`src/rtl/dp_pkg.sv`:
```
// Shared types and encodings for param_datapath: FSM states, ALU/shift/vsel codes, status bit positions.
package dp_pkg;

  typedef enum logic [2:0] {
    IDLE = 3'd0,
    RDA  = 3'd1,
    RDB  = 3'd2,
    EXEC = 3'd3,
    WB   = 3'd4
  } state_e;

  localparam logic [2:0] ALUOP_ADD = 3'd0;
  localparam logic [2:0] ALUOP_SUB = 3'd1;
  localparam logic [2:0] ALUOP_AND = 3'd2;
  localparam logic [2:0] ALUOP_NOT = 3'd3;
  localparam logic [2:0] ALUOP_MUL = 3'd4;

  localparam logic [1:0] SHIFT_NONE = 2'd0;
  localparam logic [1:0] SHIFT_LSL  = 2'd1;
  localparam logic [1:0] SHIFT_LSR  = 2'd2;
  localparam logic [1:0] SHIFT_ASR  = 2'd3;

  localparam logic [1:0] VSEL_MDATA  = 2'd0;
  localparam logic [1:0] VSEL_SXIMM8 = 2'd1;
  localparam logic [1:0] VSEL_PC     = 2'd2;
  localparam logic [1:0] VSEL_C      = 2'd3;

  localparam int STATUS_V = 2;
  localparam int STATUS_N = 1;
  localparam int STATUS_Z = 0;

endpackage

```
`src/rtl/param_datapath_if.sv`:
```
// Command/result bundle between the decoder (master) and param_datapath (slave).
interface param_datapath_if #(
  parameter int WIDTH = 16,
  parameter int NREGS = 8,
  parameter int PC_W  = 9
);
  localparam int RA_W = $clog2(NREGS);

  logic             start;
  logic             mode;
  logic [RA_W-1:0]  readnum_a;
  logic [RA_W-1:0]  readnum_b;
  logic [RA_W-1:0]  writenum;
  logic             write;
  logic             loads;
  logic [1:0]       vsel;
  logic [1:0]       shift;
  logic             asel;
  logic             bsel;
  logic [2:0]       aluop;
  logic [WIDTH-1:0] mdata;
  logic [WIDTH-1:0] sximm8;
  logic [WIDTH-1:0] sximm5;
  logic [PC_W-1:0]  pc;
  logic             busy;
  logic             done;
  logic [WIDTH-1:0] datapath_out;
  logic [2:0]       status;
  logic [WIDTH-1:0] data_out;

  modport master (
    output start, mode, readnum_a, readnum_b, writenum, write, loads, vsel, shift,
           asel, bsel, aluop, mdata, sximm8, sximm5, pc,
    input  busy, done, datapath_out, status, data_out
  );

  modport slave (
    input  start, mode, readnum_a, readnum_b, writenum, write, loads, vsel, shift,
           asel, bsel, aluop, mdata, sximm8, sximm5, pc,
    output busy, done, datapath_out, status, data_out
  );
endinterface

```
`src/rtl/dp_regfile.sv`:
```
// Register array with async clear, one synchronous write port and one combinational read port.
module dp_regfile #(
  parameter int WIDTH = 16,
  parameter int NREGS = 8,
  localparam int RA_W = $clog2(NREGS)
) (
  input  logic             clk,
  input  logic             reset,
  input  logic             we,
  input  logic [RA_W-1:0]  waddr,
  input  logic [WIDTH-1:0] wdata,
  input  logic [RA_W-1:0]  raddr,
  output logic [WIDTH-1:0] rdata
);
  logic [WIDTH-1:0] regs [NREGS];

  always_ff @(posedge clk or posedge reset) begin
    if (reset) begin
      for (int i = 0; i < NREGS; i++) regs[i] <= '0;
    end else if (we && (int'(waddr) < NREGS)) begin
      regs[waddr] <= wdata;
    end
  end

  // Addresses past NREGS (non power-of-two counts) read as zero.
  assign rdata = (int'(raddr) < NREGS) ? regs[raddr] : '0;
endmodule

```
`src/rtl/param_datapath.sv`:
```
// Self-sequencing datapath: one command per start/done, RDA->RDB->EXEC->WB (ALU) or WB only (MOV).
// Define DP_MUL_EN to add an unsigned multiply on aluop=4; otherwise aluop[2] is ignored.
module param_datapath
  import dp_pkg::*;
#(
  parameter int WIDTH = 16,
  parameter int NREGS = 8,
  parameter int PC_W  = 9
) (
  input logic             clk,
  input logic             reset,
  param_datapath_if.slave bus
);
  localparam int RA_W = $clog2(NREGS);

  state_e           state;
  logic             busy_q, done_q;
  logic [RA_W-1:0]  ra_q, rb_q, wn_q;
  logic             wr_q, ld_q, asel_q, bsel_q;
  logic [1:0]       vsel_q, shift_q;
  logic [2:0]       aluop_q;
  logic [WIDTH-1:0] mdata_q, sximm8_q, sximm5_q;
  logic [PC_W-1:0]  pc_q;
  logic [WIDTH-1:0] a_q, b_q, c_q;
  logic [2:0]       status_q;

  logic [RA_W-1:0]  rd_addr;
  logic [WIDTH-1:0] rd_dat, wb_dat, b_sh, ain, bin, res;
  logic [2:0]       op_eff, flags;
  logic             ovf, wb_en;

  assign rd_addr = (state == RDA) ? ra_q : rb_q;
  assign wb_en   = (state == WB) && wr_q;

  dp_regfile #(.WIDTH(WIDTH), .NREGS(NREGS)) u_regfile (
    .clk   (clk),
    .reset (reset),
    .we    (wb_en),
    .waddr (wn_q),
    .wdata (wb_dat),
    .raddr (rd_addr),
    .rdata (rd_dat)
  );

  always_comb begin
    wb_dat = c_q;
    case (vsel_q)
      VSEL_MDATA:  wb_dat = mdata_q;
      VSEL_SXIMM8: wb_dat = sximm8_q;
      VSEL_PC:     wb_dat = WIDTH'(pc_q);
      default:     wb_dat = c_q;
    endcase
  end

  always_comb begin
    b_sh = b_q;
    case (shift_q)
      SHIFT_LSL: b_sh = {b_q[WIDTH-2:0], 1'b0};
      SHIFT_LSR: b_sh = {1'b0, b_q[WIDTH-1:1]};
      SHIFT_ASR: b_sh = {b_q[WIDTH-1], b_q[WIDTH-1:1]};
      default:   b_sh = b_q;
    endcase
  end

  assign ain = asel_q ? '0 : a_q;
  assign bin = bsel_q ? sximm5_q : b_sh;

`ifdef DP_MUL_EN
  logic [2*WIDTH-1:0] prod;
  assign prod   = {{WIDTH{1'b0}}, ain} * {{WIDTH{1'b0}}, bin};
  assign op_eff = (aluop_q == ALUOP_MUL) ? ALUOP_MUL : (aluop_q & 3'b011);
`else
  assign op_eff = aluop_q & 3'b011;
`endif

  // Overflow only when operands (after SUB's negation) share a sign the result lacks.
  always_comb begin
    res = '0;
    ovf = 1'b0;
    case (op_eff)
      ALUOP_ADD: begin
        res = ain + bin;
        ovf = (ain[WIDTH-1] == bin[WIDTH-1]) && (res[WIDTH-1] != ain[WIDTH-1]);
      end
      ALUOP_SUB: begin
        res = ain - bin;
        ovf = (ain[WIDTH-1] != bin[WIDTH-1]) && (res[WIDTH-1] != ain[WIDTH-1]);
      end
      ALUOP_AND: res = ain & bin;
      ALUOP_NOT: res = ~bin;
`ifdef DP_MUL_EN
      ALUOP_MUL: begin
        res = prod[WIDTH-1:0];
        ovf = |prod[2*WIDTH-1:WIDTH];
      end
`endif
      default: res = '0;
    endcase
  end

  always_comb begin
    flags           = '0;
    flags[STATUS_V] = ovf;
    flags[STATUS_N] = res[WIDTH-1];
    flags[STATUS_Z] = (res == '0);
  end

  always_ff @(posedge clk or posedge reset) begin
    if (reset) begin
      state    <= IDLE;
      busy_q   <= 1'b0;
      done_q   <= 1'b0;
      ra_q     <= '0;
      rb_q     <= '0;
      wn_q     <= '0;
      wr_q     <= 1'b0;
      ld_q     <= 1'b0;
      asel_q   <= 1'b0;
      bsel_q   <= 1'b0;
      vsel_q   <= '0;
      shift_q  <= '0;
      aluop_q  <= '0;
      mdata_q  <= '0;
      sximm8_q <= '0;
      sximm5_q <= '0;
      pc_q     <= '0;
      a_q      <= '0;
      b_q      <= '0;
      c_q      <= '0;
      status_q <= '0;
    end else begin
      done_q <= 1'b0;
      case (state)
        IDLE: begin
          if (bus.start) begin
            ra_q     <= bus.readnum_a;
            rb_q     <= bus.readnum_b;
            wn_q     <= bus.writenum;
            wr_q     <= bus.write;
            ld_q     <= bus.loads;
            asel_q   <= bus.asel;
            bsel_q   <= bus.bsel;
            vsel_q   <= bus.vsel;
            shift_q  <= bus.shift;
            aluop_q  <= bus.aluop;
            mdata_q  <= bus.mdata;
            sximm8_q <= bus.sximm8;
            sximm5_q <= bus.sximm5;
            pc_q     <= bus.pc;
            busy_q   <= 1'b1;
            state    <= bus.mode ? WB : RDA;
          end
        end
        RDA: begin
          a_q   <= rd_dat;
          state <= RDB;
        end
        RDB: begin
          b_q   <= rd_dat;
          state <= EXEC;
        end
        EXEC: begin
          c_q <= res;
          if (ld_q) status_q <= flags;
          state <= WB;
        end
        WB: begin
          done_q <= 1'b1;
          busy_q <= 1'b0;
          state  <= IDLE;
        end
        default: state <= IDLE;
      endcase
    end
  end

  assign bus.busy         = busy_q;
  assign bus.done         = done_q;
  assign bus.datapath_out = c_q;
  assign bus.status       = status_q;
  assign bus.data_out     = rd_dat;
endmodule

```
`src/flat_wrapper.sv`:
```
// flat-port wrapper written by rule: the top's interface ports become plain ports
module param_datapath_flat import dp_pkg::*;
#(
  parameter int WIDTH = 16,
  parameter int NREGS = 8,
  parameter int PC_W  = 9
)
  (clk, reset, bus_start, bus_mode, bus_readnum_a, bus_readnum_b, bus_writenum, bus_write, bus_loads, bus_vsel, bus_shift, bus_asel, bus_bsel, bus_aluop, bus_mdata, bus_sximm8, bus_sximm5, bus_pc, bus_busy, bus_done, bus_datapath_out, bus_status, bus_data_out);
  param_datapath_if #(.WIDTH(WIDTH), .NREGS(NREGS), .PC_W(PC_W)) bus_i ();
  input logic clk;
  input logic reset;
  input wire logic [$bits(bus_i.start)-1:0] bus_start;
  input wire logic [$bits(bus_i.mode)-1:0] bus_mode;
  input wire logic [$bits(bus_i.readnum_a)-1:0] bus_readnum_a;
  input wire logic [$bits(bus_i.readnum_b)-1:0] bus_readnum_b;
  input wire logic [$bits(bus_i.writenum)-1:0] bus_writenum;
  input wire logic [$bits(bus_i.write)-1:0] bus_write;
  input wire logic [$bits(bus_i.loads)-1:0] bus_loads;
  input wire logic [$bits(bus_i.vsel)-1:0] bus_vsel;
  input wire logic [$bits(bus_i.shift)-1:0] bus_shift;
  input wire logic [$bits(bus_i.asel)-1:0] bus_asel;
  input wire logic [$bits(bus_i.bsel)-1:0] bus_bsel;
  input wire logic [$bits(bus_i.aluop)-1:0] bus_aluop;
  input wire logic [$bits(bus_i.mdata)-1:0] bus_mdata;
  input wire logic [$bits(bus_i.sximm8)-1:0] bus_sximm8;
  input wire logic [$bits(bus_i.sximm5)-1:0] bus_sximm5;
  input wire logic [$bits(bus_i.pc)-1:0] bus_pc;
  output wire logic [$bits(bus_i.busy)-1:0] bus_busy;
  output wire logic [$bits(bus_i.done)-1:0] bus_done;
  output wire logic [$bits(bus_i.datapath_out)-1:0] bus_datapath_out;
  output wire logic [$bits(bus_i.status)-1:0] bus_status;
  output wire logic [$bits(bus_i.data_out)-1:0] bus_data_out;
  assign bus_i.start = bus_start;
  assign bus_i.mode = bus_mode;
  assign bus_i.readnum_a = bus_readnum_a;
  assign bus_i.readnum_b = bus_readnum_b;
  assign bus_i.writenum = bus_writenum;
  assign bus_i.write = bus_write;
  assign bus_i.loads = bus_loads;
  assign bus_i.vsel = bus_vsel;
  assign bus_i.shift = bus_shift;
  assign bus_i.asel = bus_asel;
  assign bus_i.bsel = bus_bsel;
  assign bus_i.aluop = bus_aluop;
  assign bus_i.mdata = bus_mdata;
  assign bus_i.sximm8 = bus_sximm8;
  assign bus_i.sximm5 = bus_sximm5;
  assign bus_i.pc = bus_pc;
  assign bus_busy = bus_i.busy;
  assign bus_done = bus_i.done;
  assign bus_datapath_out = bus_i.datapath_out;
  assign bus_status = bus_i.status;
  assign bus_data_out = bus_i.data_out;
  param_datapath #(.WIDTH(WIDTH), .NREGS(NREGS), .PC_W(PC_W)) u_core (.clk(clk), .reset(reset), .bus(bus_i));
endmodule
```
`config.mk`:
```
export PLATFORM = sky130hd
export DESIGN_NAME = param_datapath_flat
export DESIGN_NICKNAME = d
export VERILOG_FILES = /design/src/rtl/dp_pkg.sv /design/src/rtl/param_datapath_if.sv /design/src/rtl/dp_regfile.sv /design/src/rtl/param_datapath.sv /design/src/flat_wrapper.sv
export SDC_FILE = /design/constraint.sdc
export NUM_CORES = 1
export LEC_CHECK = 0
export BUFFER_PORTS_ARGS = -buffer_cell sky130_fd_sc_hd__buf_2
export CAP_MARGIN = 20
export CELL_PAD_IN_SITES_DETAIL_PLACEMENT = 1
export CELL_PAD_IN_SITES_GLOBAL_PLACEMENT = 1
export CORE_UTILIZATION = 31
export DETAILED_ROUTE_END_ITERATION = 16
export PLACE_DENSITY_LB_ADDON = 0.05
export SLEW_MARGIN = 20
export SYNTH_ARGS = -nofsm -noshare
export SYNTH_HDL_FRONTEND = slang
export SYNTH_HIERARCHICAL = 1
export SYNTH_SLANG_ARGS = --single-unit
```
`constraint.sdc`:
```
create_clock -name clk -period 12.69 [get_ports clk]
set_input_delay 3.1725 -clock clk [delete_from_list [all_inputs] [get_ports clk]]
set_output_delay 3.1725 -clock clk [all_outputs]
set_load 0.005 [all_outputs]
```
==> run summary <==
simple-gate share of the synthesized area - 0.0631
initial antenna violation count - 1
total track usage - 0.181
drt total wl - 39.8 mm
Fmax - 0.139 GHz
post-CTS resize count - 0
Avg Cell Area, Syn - 13.0 µm²
ys flop type - dfrtp_1
Worst-path clk slew - 60 ps
worst setup margin - 5490 ps
placed cell count - 1722
status - finished clean
die area - 45600 µm²
port bufs - 116
die height - 214 µm
complex-gate fraction of the synthesized area - 0.0656
postcts setup bufs - 0
Nets - 1280
vias in the first global route - 9637
Synth warnings - 6
crit path max fanout - 32
Post-Place Worst Slack - 5990 ps
Chip Width - 214 µm
pin count of the biggest net entering global routing - 73
synth cell count leaders - dfrtp_1, mux2_2, o21ai_0
row count - 77
worst flop-to-flop path startpoint - u_core/shift_q[1]
CP endpoint kind - output port
Post-Synthesis Net Count - 1185
Initial Utilization - 0.314
share of the synthesized area in the top cell type - 0.469
Final GP Congestion - 0.763
Cell Pwr Density - 270 nW/µm²
Seq/Total Area, Yosys - 0.469
most common cell in the synthesized netlist - dfrtp_1
crit path capture - bus_data_out[1]
Syn Inst Count - 1068
EDFF count, synth - 0
Async S/R FF share, synth - 1.00
nature of the critical path startpoint - register
core area - 44200 µm²
CTS root buffer - clkbuf_16
post-detail-place hpwl - 27.7 mm
routed length per instance - 22.3 µm
Rel. slew slack - 0.308
post-synthesis mux area share - 0.317
unrepaired setup endpoints after global routing - no
hold_buf cts - 0
worst slew pin tran - 1040 ps
minimum clock period - 7200 ps
via count - 8836
Synth Area in XOR/XNOR - 0.0114
Hold Path Class - reg -> reg
cts bufs inserted - 31
via/cell ratio - 4.96
Reg2Reg Setup Slack - 8300 ps
# setup viols final - 0
synthesized-area fraction occupied by adder cells - 0.0335
Top Ports - 118
Max-Cap Viols - 0
worst skew pair latency - 580 ps
Synth area leader - dfrtp_1
# DRC - 0
first drt pass iteration count - 4
# H-tree levels - 1
#FFs+latches synth - 260
CP Class - reg -> out
Critical R2R Capture - u_core/bus.status[0]
post-synth cell types - 67
first-pass GRT wire length - 61.7 mm
dominant cells by area after synthesis - dfrtp_1, mux2_2, mux4_1
Max VDD drop - 183 µV
Slew Limit Fails - 0
setup_tns - 0 ps
antenna-violating nets left - 0
Worst Path Arrival - 4030 ps
final worst-path cycle share - 0.568
R2R depth - 17
GRT overflow - 0
Synth Cell Area - 13900 µm²
Layout Cells excl Fill - 1780
Max clock buf depth - 3
Setup Skew - 10.5 ps
Critical Path Source - u_core/state[2]
1st-iter DRT viols - 326
Final Hold Vio Count - 0
CTS tree - done
clk sink count - 260
leakage - 7.64 nW
largest family of logic cells by synthesized area - multiplexers
share of layout cells above drive strength 1 - 0.416
critical path required time - 9520 ps
Area Growth Syn to Fin - 16.4%
-- state kept, by name (all words and copies together), names as in the netlist, 9 cells and up --
signal,flops
u_core/a_q,16
u_core/b_q,16
u_core/sximm5_q,16
u_core/pc_q,9
u_core/u_regfile/regs,128
u_core/mdata_q,16
u_core/sximm8_q,16
u_core/bus.datapath_out,16
-- area by class of cell --
class,count,area [µm²]
inverter,39,154
timing repair buffer,133,708
sequential,260,6510
multi-input combinational,698,6870
tap,592,741
antenna,1,2.50
clock inverter,11,220
fill,4661,28100
clock buffer,46,962
-- power breakdown --
part	total [mW]	leakage, nW	internal, mW	switching (mW)
Clock	1.01	0.588	0.643	0.364
Combinational	1.98	3.66	0.901	1.08
Sequential	1.38	3.39	1.14	0.237
Total	4.36	7.64	2.68	1.68
-- worst min path at each step --
stage | startpoint | endpoint | slack [ps] | depth (start not counted)
2_1_floorplan | u_core/u_regfile/regs[26] | u_core/u_regfile/regs[26] | 470 | 1
3_3_place_gp | u_core/u_regfile/regs[45] | u_core/u_regfile/regs[45] | 480 | 1
3_5_place_dp | u_core/bus.status[1] | u_core/bus.status[1] | 480 | 2
4_1_cts | u_core/bus.status[1] | u_core/bus.status[1] | 500 | 2
5_1_grt | u_core/a_q[2] | u_core/a_q[2] | 510 | 1
6_report | u_core/bus.status[1] | u_core/bus.status[1] | 490 | 2
-- through the flow --
stage                     total power, mW  cell area, µm²   util  hold WS [ps]
after floorplan                      2.79           13900      -           470
after global placement               3.39           15000  0.339           479
after detailed placement             3.41           15000  0.339           484
after CTS                            4.46           16200  0.366           497
after global routing                 4.68           16200  0.366           512
final                                4.36           16200  0.366           485
-- critical path, cell delays in order, from the launching register on --
cell and delay (ps):
dfrtp_1 520, nor3b_2 730, mux2_2 980, mux4_1 680, mux2_2 360, buf_2 150
-- kinds of logic (layout without fill, tap and decap cells) --
| group | count (synthesis) | after routing |
|---|---|---|
| DFF | 260 | 260 |
| other | 0 | 1 |
| adders and majority gates | 36 | 36 |
| AOI/OAI and AO/OA | 143 | 143 |
| xor gates and xnor gates | 18 | 18 |
| muxes | 336 | 336 |
| buffers and inverters | 110 | 229 |
| and+or+nand+nor | 165 | 165 |
-- per-layer routing --
metal	wire [µm]	GRT usage	vias up
met5	0	0	-
met4	754	0.0384	0
li1	-	-	4096
met3	935	0.0227	45
met1	19000	0.254	4605
met2	19100	0.300	90
-- placed cells by master (no fill, tap or decap), types with 5 or more instances in the layout --
cell,n
o21ai_1,6
o21ai_0,52
a22o_1,7
nand3_1,7
mux4_1,28
mux2_2,255
nor2b_1,20
buf_2,116
nand2b_1,6
mux2_4,10
a21oi_1,30
clkbuf_8,13
mux2i_1,26
inv_1,36
o211ai_1,5
nor3_1,9
nor2_1,44
xnor2_1,15
nand2_1,46
clkbuf_16,31
buf_4,17
bufinv_16,6
dfrtp_1,260
a211oi_1,5
ha_1,34
mux4_2,17
Note: power is estimated with default switching activity, not from simulation.
